<file path="config.mk">
export PLATFORM = sky130hd
export DESIGN_NAME = i2s_dac_serializer_flat
export DESIGN_NICKNAME = d
export VERILOG_FILES = /design/src/rtl/i2s_dac_serializer_if.sv /design/src/rtl/i2s_dac_serializer.sv /design/src/flat_wrapper.sv
export SDC_FILE = /design/constraint.sdc
export NUM_CORES = 1
export LEC_CHECK = 0
export ABC_AREA = 0
export CAP_MARGIN = 0
export CORE_ASPECT_RATIO = 1.4
export CORE_MARGIN = 10
export CORE_UTILIZATION = 43
export DETAILED_ROUTE_END_ITERATION = 12
export GPL_TIMING_DRIVEN = 1
export PLACE_DENSITY = 0.72
export SYNTH_ARGS = -nofsm -noshare
export SYNTH_HDL_FRONTEND = slang
export SYNTH_SLANG_ARGS = --single-unit
</file>
<file path="constraint.sdc">
create_clock -name CLOCK_50 -period 11.9 [get_ports CLOCK_50]
set_clock_uncertainty 0.15 [all_clocks]
set_input_delay 1.785 -clock CLOCK_50 [delete_from_list [all_inputs] [get_ports CLOCK_50]]
set_output_delay 1.785 -clock CLOCK_50 [all_outputs]
set_load 0.01 [all_outputs]
</file>
<file path="src/rtl/i2s_dac_serializer_if.sv">
// Write-side handshake carrying stereo sample pairs into the DAC serializer.
interface i2s_dac_serializer_if #(
  parameter int DW = 24
);
  logic          write;
  logic [DW-1:0] writedata_left;
  logic [DW-1:0] writedata_right;
  logic          write_ready;

  modport master (
    output write,
    output writedata_left,
    output writedata_right,
    input  write_ready
  );

  modport slave (
    input  write,
    input  writedata_left,
    input  writedata_right,
    output write_ready
  );
endinterface

</file>
<file path="src/rtl/i2s_dac_serializer.sv">
// Left-justified I2S DAC serializer: buffers stereo pairs in a small FIFO and
// shifts them MSB-first onto AUD_DACDAT, slaved to codec BCLK/DACLRCK.
module i2s_dac_serializer #(
  parameter int DW    = 24,
  parameter int DEPTH = 4
) (
  input  logic                   CLOCK_50,
  input  logic                   reset,
  i2s_dac_serializer_if.slave    wr,
  input  logic                   AUD_BCLK,
  input  logic                   AUD_DACLRCK,
  output logic                   AUD_DACDAT,
  output logic                   underrun,
  output logic [$clog2(DEPTH):0] fifo_level
);

  localparam int AW = $clog2(DEPTH);
  localparam int CW = $clog2(DW + 1);
  localparam logic [AW:0]   FULL_LVL = (AW + 1)'(DEPTH);
  localparam logic [CW-1:0] BITS_MAX = CW'(DW);

  localparam logic [1:0] IDLE  = 2'd0;
  localparam logic [1:0] LEFT  = 2'd1;
  localparam logic [1:0] RIGHT = 2'd2;

  logic [2:0]      bclk_sync;
  logic [2:0]      lr_sync;
  logic            bclk_fall;
  logic            lr_rise;
  logic            lr_fall;

  logic [2*DW-1:0] mem [DEPTH];
  logic [AW-1:0]   wp;
  logic [AW-1:0]   rp;
  logic [2*DW-1:0] head;
  logic            fifo_empty;
  logic            push;
  logic            pop;

  logic [1:0]      state;
  logic [DW-1:0]   sr;
  logic [DW-1:0]   right_hold;
  logic [CW-1:0]   bit_cnt;

  // Three-flop synchronizers for the codec-mastered clocks (bit 0 = s1).
  always_ff @(posedge CLOCK_50 or posedge reset) begin
    if (reset) begin
      bclk_sync <= '0;
      lr_sync   <= '0;
    end else begin
      bclk_sync <= {bclk_sync[1:0], AUD_BCLK};
      lr_sync   <= {lr_sync[1:0], AUD_DACLRCK};
    end
  end

  assign bclk_fall = ~bclk_sync[1] &  bclk_sync[2];
  assign lr_rise   =  lr_sync[1]   & ~lr_sync[2];
  assign lr_fall   = ~lr_sync[1]   &  lr_sync[2];

  assign wr.write_ready = (fifo_level != FULL_LVL);
  assign fifo_empty     = (fifo_level == '0);
  assign push           = wr.write && wr.write_ready;
  assign pop            = lr_rise && !fifo_empty;
  assign head           = mem[rp];

  // FIFO storage and pointers; readiness uses the pre-pop level so a full
  // FIFO refuses a push even in the cycle a frame pops an entry.
  always_ff @(posedge CLOCK_50 or posedge reset) begin
    if (reset) begin
      for (int unsigned i = 0; i < DEPTH; i++) begin
        mem[i] <= '0;
      end
      wp         <= '0;
      rp         <= '0;
      fifo_level <= '0;
    end else begin
      if (push) begin
        mem[wp] <= {wr.writedata_left, wr.writedata_right};
        wp      <= wp + 1'b1;
      end
      if (pop) begin
        rp <= rp + 1'b1;
      end
      case ({push, pop})
        2'b10:   fifo_level <= fifo_level + 1'b1;
        2'b01:   fifo_level <= fifo_level - 1'b1;
        default: fifo_level <= fifo_level;
      endcase
    end
  end

  // Frame state machine and output shifter; LR edges take priority over a
  // coincident BCLK fall so a new word is loaded rather than shifted.
  always_ff @(posedge CLOCK_50 or posedge reset) begin
    if (reset) begin
      state      <= IDLE;
      sr         <= '0;
      right_hold <= '0;
      bit_cnt    <= '0;
      AUD_DACDAT <= 1'b0;
      underrun   <= 1'b0;
    end else begin
      underrun <= 1'b0;
      if (lr_rise) begin
        state   <= LEFT;
        bit_cnt <= CW'(1);
        if (!fifo_empty) begin
          sr         <= head[2*DW-1:DW];
          right_hold <= head[DW-1:0];
          AUD_DACDAT <= head[2*DW-1];
        end else begin
          sr         <= '0;
          right_hold <= '0;
          AUD_DACDAT <= 1'b0;
          underrun   <= 1'b1;
        end
      end else if (lr_fall && state == LEFT) begin
        state      <= RIGHT;
        sr         <= right_hold;
        AUD_DACDAT <= right_hold[DW-1];
        bit_cnt    <= CW'(1);
      end else if (bclk_fall && state != IDLE) begin
        sr <= sr << 1;
        if (bit_cnt < BITS_MAX) begin
          AUD_DACDAT <= sr[DW-2];
          bit_cnt    <= bit_cnt + 1'b1;
        end else begin
          AUD_DACDAT <= 1'b0;
        end
      end
    end
  end

endmodule

</file>
<file path="src/flat_wrapper.sv">
// flat-port wrapper written by rule: the top's interface ports become plain ports
module i2s_dac_serializer_flat 
#(
  parameter int DW    = 24,
  parameter int DEPTH = 4
)
  (CLOCK_50, reset, AUD_BCLK, AUD_DACLRCK, AUD_DACDAT, underrun, fifo_level, wr_write, wr_writedata_left, wr_writedata_right, wr_write_ready);
  i2s_dac_serializer_if #(.DW(DW)) wr_i ();
  input  logic CLOCK_50;
  input  logic reset;
  input  logic AUD_BCLK;
  input  logic AUD_DACLRCK;
  output logic AUD_DACDAT;
  output logic underrun;
  output logic [$clog2(DEPTH):0] fifo_level;
  input wire logic [$bits(wr_i.write)-1:0] wr_write;
  input wire logic [$bits(wr_i.writedata_left)-1:0] wr_writedata_left;
  input wire logic [$bits(wr_i.writedata_right)-1:0] wr_writedata_right;
  output wire logic [$bits(wr_i.write_ready)-1:0] wr_write_ready;
  assign wr_i.write = wr_write;
  assign wr_i.writedata_left = wr_writedata_left;
  assign wr_i.writedata_right = wr_writedata_right;
  assign wr_write_ready = wr_i.write_ready;
  i2s_dac_serializer #(.DW(DW), .DEPTH(DEPTH)) u_core (.CLOCK_50(CLOCK_50), .reset(reset), .wr(wr_i), .AUD_BCLK(AUD_BCLK), .AUD_DACLRCK(AUD_DACLRCK), .AUD_DACDAT(AUD_DACDAT), .underrun(underrun), .fifo_level(fifo_level));
endmodule
</file>
; Word-level counts from Yosys, hierarchy flattened
; Index checks and enable logic that the tools add are counted.
[totals]
regBits = 261
latch_bits = 0
ram_bits = 0
mem_bits_ro = 0
inputBits = 53
output_inout_bits = 6
elab_cells = 74
memories = 0
[op_classes]
addsub = 5
multipliers = 0
div_mod_pow = 0
n_lt_le_gt_ge = 4
eq_ne = 4
shift = 0
muxes = 25
n_bitwise = 8
n_reduce_logical = 13
[op_table]
columns = op, count
row1 = $bwmux W192, 1
row2 = $mux W48, 3
row3 = $bmux W48 S2, 1
row4 = $demux W48 S2, 1
row5 = $mux W23, 4
row6 = $mux W24, 1
row7 = $mux W5, 4
row8 = $mux W1, 7
row9 = $ge A3 B3 Y1 const B, 2
row10 = $not A2 Y3, 2
row11 = $pmux W3 S2, 1
row12 = $reduce_bool A2 Y1, 3
row13 = $reduce_bool A3 Y1, 2
row14 = $add A5 B1 Y5 const B, 1
row15 = $logic_and A1 B1 Y1, 5
row16 = $lt A5 B5 Y1 const B, 1
row17 = $add A2 B1 Y2 const B, 2
row18 = $eq A2 B1 Y1 const B, 2
row19 = $mux W2, 2
row20 = $add A3 B1 Y3 const B, 1
row21 = $and A1 B1 Y1, 3
row22 = $logic_not A3 Y1, 1
row23 = $lt A3 B1 Y1 const B, 1
row24 = $ne A3 B3 Y1 const B, 1
row25 = 5 further kinds, 7

; Depth between registers and ports, before layout
[logic_depth]
ltp_word = 6
ltp_mapped = 10
mapped_depth_nobuf = 9

; Least setup slack after synthesis
; No wires, ideal clock.
[synth_path]
kind = input port to flip-flop
startpoint = input port wr_write
endpoint = register u_core.fifo_level[2]
setup_time_ps = 80
t_arrival_ps = 2949
required_time_ps = 11670
slack_ps = 8721
cell_stages = 8
n_path_buf = 0
cell_sequence = a21boi_4 > inv_1 > ha_1 > inv_1 > fa_1 > xor2_1 > nor2_1 > xor2_1
[synth_between]
elab_chain_cells = 3
elab_cells_between_ends = 5
cone_classes = eq/ne (2) / mux (1) / reduce/logical (2)
[synth_lines]
columns = element, line
row1 = "start, declared", flat_wrapper.sv:16  ; input wire logic [$bits(wr_i.write)-1:0] wr_write;
row2 = $logic_and A1 B1 Y1 *, i2s_dac_serializer.sv:62  ; assign push = wr.write && wr.write_ready;
row3 = $eq A2 B1 Y1 or $eq A2 B2 Y1 (tied branches), i2s_dac_serializer.sv:84  ; case ({push, pop})
row4 = $pmux W3 S2 or $reduce_bool A2 Y1 (tied branches), -
row5 = "end signal, assigned", i2s_dac_serializer.sv:85  ; 2'b10: fifo_level <= fifo_level + 1'b1;
row6 = "end signal, assigned", i2s_dac_serializer.sv:86  ; 2'b01: fifo_level <= fifo_level - 1'b1;
row7 = "end signal, assigned", i2s_dac_serializer.sv:87  ; default: fifo_level <= fifo_level;
row8 = "end, declared", i2s_dac_serializer.sv:14  ; output logic [$clog2(DEPTH):0] fifo_level
; Mark *: on every way between the ends. The rest lies on a longest branch, timed or not.
; A chain may end at the register's enable or synchronous reset.

==> flow_summary.toml <==
[global_routing]
grt_max_degree = 108
first_global_vias = 6936
gr-total-overflow = 0
grt_pass1_wl_um = 37180
grt_antenna_before_repair = 0
gr-usage-all-layers_pct = 13.68

[worst_hold_path]
worstHoldStart = "u_core.bclk_sync[0]"
hold_path_class = "reg2reg"
min_path_cells = 0
min_to = "u_core.bclk_sync[1]"

[routing]
vias = 6258
drt-vias-per-instance = 5.592
drt-total-wl_um = 21990
initialDrtViolationCount = 343
routedWlPerCell_um = 19.65
ant_nets = 0
route.detailed.drc = 0
drtPass1Iterations = 4

[finish]
final_cell_mix = "dfrtp_1 (259), mux2_2 (206), clkdlybuf4s50_1 (58)"
drive_gt1_share_pct = 39.25
nFillCells = 2178
areaGrowthSynthToFinish_pct = 15.03
nets = 837
antenna_cells = 0
layout_commonest_cell = "dfrtp_1"
final_cells = 1119

[floorplan]
rows = 70
dieHeight_um = 212.5
chipWidth_um = 157.5
start_util_pct = 43.61
core_area_sq_um = 26100
ioPinCount = 59
die_area_sq_um = 33470

[synth]
synth_cells = 737
synth-async-reset-ratio_pct = 100.0
ys.flop_type = "dfrtp_1"
synth_seq_area_share_pct = 57.38
yosys_warnings = 0
synth_cell_types = 33
ys_ff_latch = 261
syn_area_sq_um = 11380
synth_edf_count = 0
synth_area_leader_cell = "dfrtp_1"
syn_nets = 797
syn_avg_cell_area_sq_um = 15.45
ys_top_cells_by_area = "dfrtp_1 (57%), mux2_2 (20%), mux4_2 (9.5%)"
yosys.area.top_type_share_pct = 57.38

[timing]
setup_viol_count_final = 0
drv_slew = 0
period_minus_slack_ns = 4.397
finalCritPeriodShare_pct = 36.95
fmaxAchievable_mhz = 227.4
tightestPinTransition_ns = 1.029
hold_viol = 0
max_slew_margin_pct = 31.42
final.setup.tns_ns = 0
rsz0062_at_grt = "no"
whs_ns = 0.2023

[setup_path]
endpoint_kind = "async pin"
crit_type = "in2async"
startpoint_type = "input port"
cpPeakStageDelay_ns = 0.91
crit_top_cell = "buf_4"
ff2ff_path_depth = 9
path_cells = "clkdlybuf4s50_1 > inv_8 > buf_4 > buf_4"
cp_max_fo = 107
crit_slowest_cell = "buf_4"
r2r_end = "u_core.fifo_level[2]"
crit_required_ns = 12.24
rrSetupSlack_ns = 9.36
r2r_start = "u_core.lr_sync[2]"
cp_num_buf_inv = 4
path_delay_family = "buffers and inverters"
arrival_ns = 4.73

[flow_run]
maxCapViolations = 0

[clock_tree]
clock_path_buffers = 3
clkSlewWorstSetupHoldPaths_ns = 0.06
cts_max_level = 1
cts_hold_buf = 0
worstSkewPairLatency_ns = 0.52
cts_resized = 0
cts_setup_buffers = 0
numCtsBuffers = 24
cts_tree = "done"
root_buffer = "clkbuf_16"
clock-sinks = 261

[placement]
routabilityCongestion = 0.7140
dpl.cell_count = 1075
dp_hpwl_um = 12710
io_buffer_count = 58

[power]
power.density_nw_per_um2 = 277.7
peakVddDrop_mv = 0.1199
p_leak_nw = 5.528

[outcome]
status = "complete, no violations"
per-layer routing:
layer  track usage (%)  vias to the layer above  wire [um]
met2             23.40                       75      11260
met5                 0                        -          0
li1                  -                     2801          -
met4             3.782                        0        388
met1             17.57                     3355       9664
met3             2.184                       27        678
report_power, final:
part / total [W] / leakage (nW) / internal, W / switching [W]
Clock: 0.000876 / 0.442 / 0.000546 / 0.000330
Combinational: 0.00118 / 1.98 / 0.000745 / 0.000434
Sequential: 0.00158 / 3.11 / 0.00132 / 0.000261
Total: 0.00364 / 5.53 / 0.00261 / 0.00103
cell type report:
type	count	area, sq um	share of cell area (%)
Tap cell	324	405.4	3.096
Sequential cell	261	6536	49.92
Multi-Input combinational cell	416	4563	34.85
Clock buffer	34	709.4	5.418
Clock inverter	10	205.2	1.567
Inverter	9	41.29	0.3153
Timing Repair Buffer	65	633.1	4.835
synthesized netlist by cell type, types with 2 or more instances:
library cell  count
nand3_1           3
buf_2            23
dfrtp_1         261
ha_1              6
mux4_2           48
mux2_1            9
buf_4             8
nor2_1           32
buf_6             8
clkbuf_1          8
a22oi_1          23
nand2b_1          2
nor4b_1           2
mux2i_1           2
nand2_1          15
xnor2_1           6
buf_1             4
o211ai_1          2
a22o_1           24
xor2_1            3
mux2_2          206
inv_1             9
a21oi_1          23
sequential cells by signal, indices dropped and copies added (netlist names):
signal and cells:
u_core.fifo_level 3, u_core.underrun 1, u_core.rp 2, u_core.bit_cnt 5
u_core.sr 23, u_core.AUD_DACDAT 1, u_core.state 2, u_core.wp 2
u_core.bclk_sync 3, u_core.lr_sync 3, u_core.right_hold 24, u_core.mem 192
cells by family (layout without fill, tap and decap cells):
kind of cell	Yosys count	in the layout	share of synthesized area, %
XOR/XNOR	9	9	0.6925
adder cells (fa/ha/maj)	7	7	0.8353
multiplexers	265	265	30.94
buffers and inverters	60	118	3.023
AND/OR/NAND/NOR	60	60	2.352
AO/OA/AOI/OAI	75	75	4.781
flip-flops	261	261	57.38
worst max path at each step:
| stage | startpoint | slack (ns) | cells past startpoint | to |
|---|---|---|---|---|
| global route | reset | 7.04 | 4 | u_core.mem[180] |
| CTS | reset | 7.39 | 4 | u_core.mem[65] |
| finish | reset | 7.50 | 4 | u_core.mem[140] |
| global placement | reset | 6.87 | 4 | u_core.mem[108] |
| detailed placement | reset | 6.84 | 4 | u_core.mem[59] |
| floorplan | reset | 2.78 | 1 | u_core.AUD_DACDAT |
worst register-to-register path: stages, from the launching register on:
cell and delay, ns:
dfrtp_1 0.40, nand2b_2 0.21, nor2_4 0.10, buf_4 0.50, ha_1 0.29, inv_1 0.06, fa_1 0.37, xor2_1 0.15
nor2_1 0.11, xor2_1 0.15
per-stage QoR:
step / setup slack [ns] / util (%) / power (W) / cell area (sq um)
5_1_grt: 7.035 / 50.17 / 0.003862 / 13090
2_1_floorplan: 2.782 / - / 0.002510 / 11380
3_3_place_gp: 6.872 / 46.66 / 0.002741 / 12180
6_report: 7.503 / 50.17 / 0.003636 / 13090
4_1_cts: 7.392 / 50.17 / 0.003677 / 13090
3_5_place_dp: 6.844 / 46.66 / 0.002791 / 12180
Power figures use the tool's default switching activity.
